--- src/rtl/serv_ext_arbiter.sv ---
`default_nettype none
// +-----------------------------------------------------------------------+
// | serv_ext_arbiter : round-robin share of one extension unit by two     |
// |                    requesters, with optional ISSUE-phase timeout      |
// | Revision 1.0                                                          |
// +-----------------------------------------------------------------------+
module serv_ext_arbiter #(
   parameter int TIMEOUT = 0,
   parameter int TW      = 8
) (
   input  logic        clk,
   input  logic        i_rst,
   input  logic        i_valid0,
   input  logic        i_valid1,
   input  logic [31:0] i_rs1_0,
   input  logic [31:0] i_rs2_0,
   input  logic [31:0] i_rs1_1,
   input  logic [31:0] i_rs2_1,
   input  logic [2:0]  i_funct3_0,
   input  logic [2:0]  i_funct3_1,
   output logic        o_ready0,
   output logic        o_ready1,
   output logic [31:0] o_rd0,
   output logic [31:0] o_rd1,
   output logic        o_err0,
   output logic        o_err1,
   output logic        o_ext_valid,
   output logic [31:0] o_ext_rs1,
   output logic [31:0] o_ext_rs2,
   output logic [2:0]  o_ext_funct3,
   input  logic [31:0] i_ext_rd,
   input  logic        i_ext_ready,
   output logic        o_busy
);

   typedef enum logic [1:0] {
      IDLE  = 2'd0,
      ISSUE = 2'd1,
      RET   = 2'd2
   } state_t;

   localparam bit            TO_EN   = (TIMEOUT > 0);
   localparam logic [TW-1:0] TO_LAST = TO_EN ? TW'(TIMEOUT - 1) : '0;

   state_t        state_q, state_d;
   logic          grant_q, grant_d;
   logic          prio_q, prio_d;
   logic [1:0]    block_q, block_d;
   logic [TW-1:0] cnt_q, cnt_d;
   logic          ext_valid_q, ext_valid_d;
   logic [31:0]   ext_rs1_q, ext_rs1_d;
   logic [31:0]   ext_rs2_q, ext_rs2_d;
   logic [2:0]    ext_funct3_q, ext_funct3_d;
   logic [1:0]    ready_q, ready_d;
   logic [1:0]    err_q, err_d;
   logic [31:0]   rd0_q, rd0_d;
   logic [31:0]   rd1_q, rd1_d;

   logic [1:0]    elig;
   logic          win;
   logic          timeout_hit;
   logic [31:0]   res;

   always_comb begin
      state_d      = state_q;
      grant_d      = grant_q;
      prio_d       = prio_q;
      block_d      = block_q;
      cnt_d        = cnt_q;
      ext_valid_d  = ext_valid_q;
      ext_rs1_d    = ext_rs1_q;
      ext_rs2_d    = ext_rs2_q;
      ext_funct3_d = ext_funct3_q;
      ready_d      = '0;
      err_d        = '0;
      rd0_d        = '0;
      rd1_d        = '0;
      elig         = {i_valid1, i_valid0} & ~block_q;
      win          = 1'b0;
      timeout_hit  = TO_EN && (cnt_q == TO_LAST);
      res          = '0;

      unique case (state_q)
         IDLE: begin
            // The mask only shields the single cycle after RET, when the
            // served requester's valid is still high.
            block_d = '0;
            if (|elig) begin
               win          = (&elig) ? prio_q : elig[1];
               grant_d      = win;
               prio_d       = ~win;
               cnt_d        = '0;
               state_d      = ISSUE;
               ext_valid_d  = 1'b1;
               ext_rs1_d    = win ? i_rs1_1 : i_rs1_0;
               ext_rs2_d    = win ? i_rs2_1 : i_rs2_0;
               ext_funct3_d = win ? i_funct3_1 : i_funct3_0;
            end
         end
         ISSUE: begin
            if (i_ext_ready || timeout_hit) begin
               // A strobe on the timeout cycle still delivers a real result.
               res          = i_ext_ready ? i_ext_rd : 32'hFFFF_FFFF;
               state_d      = RET;
               ext_valid_d  = 1'b0;
               ext_rs1_d    = '0;
               ext_rs2_d    = '0;
               ext_funct3_d = '0;
               ready_d      = grant_q ? 2'b10 : 2'b01;
               err_d        = i_ext_ready ? 2'b00 : (grant_q ? 2'b10 : 2'b01);
               if (grant_q) rd1_d = res;
               else         rd0_d = res;
            end else if (TO_EN) begin
               cnt_d = cnt_q + TW'(1);
            end
         end
         RET: begin
            state_d = IDLE;
            block_d = grant_q ? 2'b10 : 2'b01;
         end
         default: state_d = IDLE;
      endcase
   end

   always_ff @(posedge clk or posedge i_rst) begin
      if (i_rst) begin
         state_q      <= IDLE;
         grant_q      <= 1'b0;
         prio_q       <= 1'b0;
         block_q      <= '0;
         cnt_q        <= '0;
         ext_valid_q  <= 1'b0;
         ext_rs1_q    <= '0;
         ext_rs2_q    <= '0;
         ext_funct3_q <= '0;
         ready_q      <= '0;
         err_q        <= '0;
         rd0_q        <= '0;
         rd1_q        <= '0;
      end else begin
         state_q      <= state_d;
         grant_q      <= grant_d;
         prio_q       <= prio_d;
         block_q      <= block_d;
         cnt_q        <= cnt_d;
         ext_valid_q  <= ext_valid_d;
         ext_rs1_q    <= ext_rs1_d;
         ext_rs2_q    <= ext_rs2_d;
         ext_funct3_q <= ext_funct3_d;
         ready_q      <= ready_d;
         err_q        <= err_d;
         rd0_q        <= rd0_d;
         rd1_q        <= rd1_d;
      end
   end

   assign o_ext_valid  = ext_valid_q;
   assign o_ext_rs1    = ext_rs1_q;
   assign o_ext_rs2    = ext_rs2_q;
   assign o_ext_funct3 = ext_funct3_q;
   assign o_ready0     = ready_q[0];
   assign o_ready1     = ready_q[1];
   assign o_err0       = err_q[0];
   assign o_err1       = err_q[1];
   assign o_rd0        = rd0_q;
   assign o_rd1        = rd1_q;
   assign o_busy       = (state_q != IDLE);

endmodule
`default_nettype wire

--- config.mk ---
export PLATFORM = sky130hd
export DESIGN_NAME = serv_ext_arbiter
export DESIGN_NICKNAME = d
export VERILOG_FILES = /design/src/rtl/serv_ext_arbiter.sv
export SDC_FILE = /design/constraint.sdc
export NUM_CORES = 1
export LEC_CHECK = 0
export BUFFER_PORTS_ARGS = -buffer_cell sky130_fd_sc_hd__buf_2
export CAP_MARGIN = 0
export CORE_AREA = 2 2 125 127
export DETAILED_ROUTE_END_ITERATION = 10
export DIE_AREA = 0 0 127 129
export PLACE_DENSITY = 0.74
export SLEW_MARGIN = 30
export SYNTH_ARGS = -nofsm -noshare
export SYNTH_HDL_FRONTEND = slang
export SYNTH_SLANG_ARGS = --single-unit
--- constraint.sdc ---
create_clock -name clk -period 4.5 [get_ports clk]
set_input_delay 0.45 -clock clk [delete_from_list [all_inputs] [get_ports clk]]
set_output_delay 0.45 -clock clk [all_outputs]
set_load 0.1 [all_outputs]
== Word level (Yosys, flattened, before mapping) ==
Cells that the tools add are included.
Storage, ports and cells
  register bits after elaboration: 140
  latch bits: 0
  RAM bits: 0
  bits in read-only memories: 0
  logic and storage cells: 55
  memories: 0
Operators by class
  add/subtract/negate cells: 0
  $mul: 0
  divide/modulo/power cells: 0
  order comparisons: 0
  equality and inequality tests: 4
  shift operators: 0
  mux-type cells: 28
  bitwise operators: 3
  reductions and logical operators: 9
Operators by type and width (number)
  32-bit 2-to-1 mux: 11
  32-bit case mux with 2 select lines: 2
  2-bit 2-to-1 mux: 5
  3-bit 2-to-1 mux: 3
  2-bit case mux with 2 select lines: 2
  3-bit case mux with 2 select lines: 1
  2-bit AND reduction: 3
  2-bit nonzero test: 3
  2-bit inequality test (second input constant): 2
  1-bit 2-to-1 mux: 3
  3-bit AND reduction: 1
  2-bit AND: 1
  2-bit by 1-bit == test with 1-bit output (second input constant): 1
  2-bit == test (second input constant): 1
  2-bit logical NOT: 1
  2-bit inverter: 1
  1-bit case mux with 2 select lines: 1
  2-bit OR reduction: 1
  1-bit inverter: 1

== Logic depth before layout (Yosys ltp) ==
Gate-level depths: netlist of run 1.
  word-level depth: 7
  gate-level depth with buffers: 7

== Worst setup path after synthesis of run 1 ==
OpenSTA, ideal clock, no wires.
  kind: register -> output
  from: reg state_q[0]
  to: out o_busy
  data arrival time: 1.533 ns
  required time: 4.050 ns
  path slack: 2.517 ns
  cell stages (with the launch flop): 7
  cell sequence: dfrtp_1 buf_2 nor2_2 buf_4 buf_6 buf_2 inv_1
On the way
  cells in the longest elaborated chain, start to end: 1
RTL lines
  from (decl): line 45  | state_t state_q, state_d;
  from (signal assigned): line 141  | state_q <= state_d;
  2-bit nonzero test: line 167  | assign o_busy = (state_q != IDLE);
  to (decl): line 33  | output logic o_busy
No other way between the ends.

== Final worst setup path of run 1 ==
Same ends and word-level chain as after synthesis.

==> metrics.md, run 1 <==
| Metric | Value |
|---|---|
| H-Tree Depth | 4 |
| RSZ-0062 raised after global routing | no |
| Cell Chain, Critical Path | nor2_4, buf_4, inv_1, buf_2 |
| Post-CTS Setup Inserts | 0 |
| Final hold slack | 18.10 ps |
| Largest delay contributor family on the critical path | buffers and inverters |
| Via count | 5844 |
| Cell Area, Synth | 6200 um^2 |
| CP max FO | 67 |
| Setup violators final | 0 |
| TritonCTS clock tree | yes |
| Fin area | 8332 um^2 |
| Seq/Total Area, Yosys | 56.51% |
| Max cap viols | 0 |
| Outcome | completed |
| Die area | 16380 um^2 |
| Vias per cell | 5.635 |
| Reg area | 3503 um^2 |
| Residual DRC | 0 |
| Multi-input gate area | 2322 um^2 |
| Port Buf Inserts | 305 |
| Fmax | 0.4081 GHz |
| Top_reg_cell synth | dfrtp_1 |
| N_diodes | 0 |
| PD cells | 921.5 nW/um^2 |
| Antenna viol nets, final | 0 |
| CP Launch Type | register |
| Antenna violations before repair | 3 |
| Combinational share of power | 57.1% |
| #FFs+latches synth | 140 |
| Final nets | 1007 |
| Max Slew Vio Count | 0 |
| Crit path depth | 4 |
| R2R depth | 5 |
| Clock share of power | 19.3% |
| Tot GR Track Use | 23.34% |
| Starting Density | 41.40% |
| GRT overflow | 0 |
| Cells after Synth | 575 |
| Asr flop ratio synth | 100.0% |
| Worst flop-to-flop path startpoint | state_q[0] |
| Fin crit share | 54.45% |
| CTS resizes | 0 |
| Reg power frac | 23.7% |
| Boundary Pins | 308 |
| First-pass GRT wire length | 29770 um |
| Clock Path Buffers | 2 |
| Least-Margin Pin Slew | 807.9 ps |
| Arrival @ worst endpoint | 2000 ps |
| CP Capture Type | primary output |
| Cts hold-fix bufs | 0 |
| Final setup TNS | 0 ps |
| Final HPWL DP | 13070 um |
| Gpl congestion | 0.7892 |
| Required @ worst endpoint | 4050 ps |
| CP max stage cell | buf_4 |
| Latest clock arrival within the worst-skew pair | 410 ps |
| Total Wirelength | 19460 um |
| Routed wire length per instance | 18.77 um |
| Min cycle time layout | 2450 ps |
| Pre-CTS setup slack | 2219 ps |
| Crit path launch | state_q[0] |
| Final WS setup | 2050 ps |
| DR iter-0 viols | 333 |
| Maximum vdd drop | 0.4387 mV |
| Worst R2R End | o_ext_rs1[23] |
| Critical path capture point | o_busy |
| Syn-to-layout area delta | 34.39% |
| Die Y | 129 um |
| Leakage | 4.209 nW |
| Core ar. | 14980 um^2 |
| Slew HR | 46.14% |
| Pint | 3.218 mW |
| Clk slew on worst S/H paths | 60 ps |
| Vias in the first global route | 5707 |
| Fillers | 1332 |
| Syn_area_per_cell | 10.78 um^2 |
| CP max stage delay | 550 ps |
| Die Width | 127 um |
| Clk sink count | 140 |
| Num rows | 45 |
| DR pass1 iterations | 5 |
| CTS root buffer | clkbuf_16 |
| Commonest non-fill, non-tap cells in the layout | buf_2, dfrtp_1, nand2_1 |
| Final hold violations | 0 |
| Clock skew | 10.22 ps |
| Fraction of layout cells with a size suffix above 1 | 42.29% |
| Hold Path Class | input pin to asynchronous set/reset pin |
| Count of flip-flops with a built-in enable after synthesis | 0 |
| Net Sw Power | 4.460 mW |
| Switching Fraction | 58.09% |
| Num CTS Buffers | 17 |
| Total power | 7.678 mW |
| Worst R2R Setup Slack | 2150 ps |
| Commonest non-fill, non-tap cell in the layout | buf_2 |
| Synth Warn # | 0 |
| Pin count of the biggest net entering global routing | 71 |
| Critical path buffers and inverters | 3 |
| Post-synthesis cell type count | 26 |
| Critical path type | register to primary output |
| Placement Cell Area | 7700 um^2 |
==> cells in the mapped netlist, types with 2 or more instances <==
cell,number,area share (%)
o211ai_1,67,8.1
dfrtp_1,140,57
and2_1,64,6.5
o2111ai_1,67,9.5
buf_1,5,0.30
clkbuf_1,22,1.3
buf_6,4,0.73
buf_4,6,0.73
inv_1,4,0.24
o21a_1,2,0.24
nor2b_1,2,0.20
nor2_1,4,0.24
a21o_1,2,0.24
nand2_1,69,4.2
buf_2,40,3.2
nand4_1,67,6.8
==> area by class of cell <==
class                           count  area share [%]
Clock buffer                       18           5.271
Clock inverter                     14           2.208
Inverter                            5          0.2853
Multi-Input combinational cell    354           27.87
Sequential cell                   140           42.05
Tap cell                          188           2.823
Timing Repair Buffer              318           19.49
==> sequential cells by signal (all words and copies together) (netlist names) <==
signal and cells:
o_ext_rs2 32, block_q 2, prio_q 1, ready_q 2
o_ext_valid 1, state_q 2, o_ext_funct3 3, o_rd1 32
o_ext_rs1 32, o_rd0 32, grant_q 1
==> how the worst min path moves through the flow <==
stage                     startpoint          to  slack, ps  cells past startpoint
after floorplan           block_q[1]  block_q[1]        470                      2
after detailed placement       i_rst   o_rd0[20]        460                      2
after global routing           i_rst   o_rd0[19]         30                      2
after CTS                      i_rst   o_rd0[19]         20                      2
after global placement         i_rst  ready_q[0]        460                      2
final                          i_rst   o_rd0[20]         20                      2
==> through the flow <==
stage	std cells	util, %
6_report	1037	55.63
5_1_grt	1037	55.63
4_1_cts	1037	55.57
3_5_place_dp	1005	51.41
3_3_place_gp	1005	51.41
2_1_floorplan	576	-
==> cells by family after synthesis <==
| group | count (synthesis) | synth area share, % |
|---|---|---|
| simple gates | 211 | 18.45 |
| buf+inv | 82 | 6.619 |
| compound gates | 141 | 18.36 |
| flops | 140 | 56.51 |
| other cells | 1 | 0.06049 |
==> worst reg2reg max path, stage by stage, from the launching register on <==
cell and delay [ps]:
dfrtp_1 480, nor2_4 150, buf_4 550, buf_4 680, o2111ai_1 270, o211ai_1 150
==> metal layers <==
metal / up-vias / routed length, um / GRT usage (%) / share of wire (%)
li1: 2672 / - / - / -
met1: 2794 / 7413 / 27.58 / 38
met2: 348 / 9487 / 39.09 / 49
met3: 28 / 2164 / 9.106 / 11
met4: 2 / 381 / 8.209 / 2.0
met5: - / 13 / 0 / 0.067
==> power groups by stage <==
stage	Combinational [mW]	Sequential, mW	Clock [mW]
floorplan	1.24	4.26	0
global placement	4.36	1.83	0
detailed placement	4.38	1.84	0
CTS	4.39	1.82	1.50
global route	4.58	1.86	1.55
finish	4.38	1.82	1.48
No activity file was read; power rests on OpenSTA's default activity.
==> run 2: changes to the inputs <==
CORE_AREA = 2 2 120 122   (was 2 2 125 127)
DIE_AREA = 0 0 122 124   (was 0 0 127 129)
PLACE_DENSITY = 0.77   (was 0.74)
clock period = 2.5 ns   (was 4.5 ns; I/O delays follow)
==> run 2 against run 1 <==
  * Global-route usage grew 1.7 points
  * Via count grew 2.3%
  * Combinational power grew 84%
  * Clock skew shrank 1.3 ps
  * Largest power group unchanged
==> metrics.md, run 2 (synthesis results as in run 1) <==
| Metric | Value |
|---|---|
| Outcome | completed |
| Top Usage Layer GRT | met2 |
| Final setup TNS | 0 ps |
| CP max stage cell | dfrtp_1 |
| Fin crit share | 88.02% |
| CP Capture Type | primary output |
| Maximum vdd drop | 0.7375 mV |
| TritonCTS clock tree | yes |
| Post-CTS Setup Inserts | 0 |
| Fillers | 1162 |
| CP Launch Type | register |
| Via count | 5980 |
| Hold Path Class | input pin to register |
| Vias in the first global route | 5811 |
| Clock Path Buffers | 2 |
| Vias per cell | 5.767 |
| Core ar. | 13720 um^2 |
| Die Y | 124 um |
| Pint | 5.825 mW |
| CP max stage delay | 470 ps |
| Fraction of layout cells with a size suffix above 1 | 42.52% |
| Slew HR | 41.82% |
| Clk sink count | 140 |
| Max cap viols | 0 |
| PD cells | 1644 nW/um^2 |
| Residual DRC | 0 |
| Met2 Use GR | 39.53% |
| Total power | 13.83 mW |
| Commonest non-fill, non-tap cell in the layout | buf_2 |
| Antenna viol nets, final | 0 |
| GRT overflow | 0 |
| Boundary Pins | 308 |
| Clock skew | 8.891 ps |
| DR iter-0 viols | 697 |
| Net Sw Power | 8.010 mW |
| Leakage | 4.229 nW |
| Required @ worst endpoint | 2250 ps |
| Pin count of the biggest net entering global routing | 76 |
| Syn-to-layout area delta | 35.76% |
| Commonest non-fill, non-tap cells in the layout | buf_2, dfrtp_1, nand2_1 |
| Final hold violations | 0 |
| Final HPWL DP | 12880 um |
| Largest delay contributor family on the critical path | buffers and inverters |
| Reg power frac | 23.7% |
| Least-Margin Pin Slew | 872.7 ps |
| Tot GR Track Use | 25.06% |
| Critical path buffers and inverters | 3 |
| Final nets | 1014 |
| Gpl congestion | 0.8001 |
| Antenna violations before repair | 1 |
| Die Width | 122 um |
| First-pass GRT wire length | 29570 um |
| Arrival @ worst endpoint | 1950 ps |
| Routed wire length per instance | 18.53 um |
| Cell Chain, Critical Path | nor2_4, buf_12, inv_1, buf_2 |
| Critical path type | register to primary output |
| M1 GR Usage | 31.25% |
| Die area | 15130 um^2 |
| Max Slew Vio Count | 0 |
| Min cycle time layout | 2201 ps |
| Starting Density | 45.19% |
| Num CTS Buffers | 17 |
| Clk slew on worst S/H paths | 60 ps |
| Switching Fraction | 57.90% |
| Fmax | 0.4544 GHz |
| Latest clock arrival within the worst-skew pair | 410 ps |
| Finished Core Util | 61.35% |
| Clock share of power | 18.2% |
| RSZ-0062 raised after global routing | no |
| Port Buf Inserts | 305 |
| Setup violators final | 0 |
| DR pass1 iterations | 5 |
| CP max FO | 63 |
| Num rows | 43 |
| Combinational share of power | 58.1% |
| Total Wirelength | 19220 um |
| CTS root buffer | clkbuf_16 |
| M3 GR Usage | 9.020% |
| H-Tree Depth | 4 |
-- run 2: cell count changes in the layout (fill, tap and decap cells not counted), sizes merged --
| cell | previous run | this run |
|---|---|---|
| dlygate4sd3 | 0 | 1 |
| clkinvlp | 0 | 4 |
| clkbuf | 18 | 20 |
| bufinv | 3 | 2 |
| inv | 11 | 6 |
| buf | 318 | 324 |
| diode | 0 | 1 |
-- run 2: power groups by stage --
stage | Clock, mW | Combinational, mW | Sequential, mW
5_1_grt | 2.64 | 8.40 | 3.35
2_1_floorplan | 0 | 2.24 | 7.66
3_5_place_dp | 0 | 8.03 | 3.31
3_3_place_gp | 0 | 7.97 | 3.28
4_1_cts | 2.56 | 8.04 | 3.28
6_report | 2.52 | 8.04 | 3.28
-- run 2: final timing paths --
check / from / slack (ps) / endpoint / cells past startpoint
min reg2reg: o_ext_valid / 470 / o_ext_valid / 1
min in group asynchronous: i_rst / 360 / o_rd1[23] / 3
max reg2reg: state_q[0] / 670 / o_ext_funct3[0] / 5
min: i_ext_rd[5] / 50 / o_rd0[5] / 2
max: state_q[0] / 300 / o_busy / 4
max in group asynchronous: i_rst / 1450 / o_ext_rs2[20] / 4
-- run 2: per-stage QoR --
step / hold slack (ps) / worst slack [ps] / instances / area [um^2]
after global placement: 242.0 / 780.2 / 1003 / 7811
final: 54.27 / 299.4 / 1037 / 8417
after global routing: 41.78 / 160.4 / 1037 / 8417
after CTS: 35.58 / 303.1 / 1036 / 8414
after floorplan: 378.6 / 500.9 / 576 / 6207
after detailed placement: 243.2 / 716.2 / 1003 / 7811
-- run 2: repair_timing --
item	in CTS	in global routing
hold buffers	1	0
endpoints found under the hold margin	12	0
gates resized for setup	0	0
-- run 2: final cells by class --
class | instances | area, um^2 | share of cell area, %
Inverter | 5 | 22.52 | 0.2676
Clock buffer | 20 | 456.7 | 5.426
Sequential cell | 140 | 3503 | 41.62
Multi-Input combinational cell | 354 | 2316 | 27.52
Timing Repair Buffer | 325 | 1754 | 20.84
Tap cell | 180 | 225.2 | 2.676
Clock inverter | 12 | 136.4 | 1.620
Antenna cell | 1 | 2.502 | 0.02973
-- run 2: layer usage --
metal,share of wire [%],vias up
met3,12,47
met2,48,363
met4,2.9,0
li1,-,2696
met5,0,-
met1,37,2874
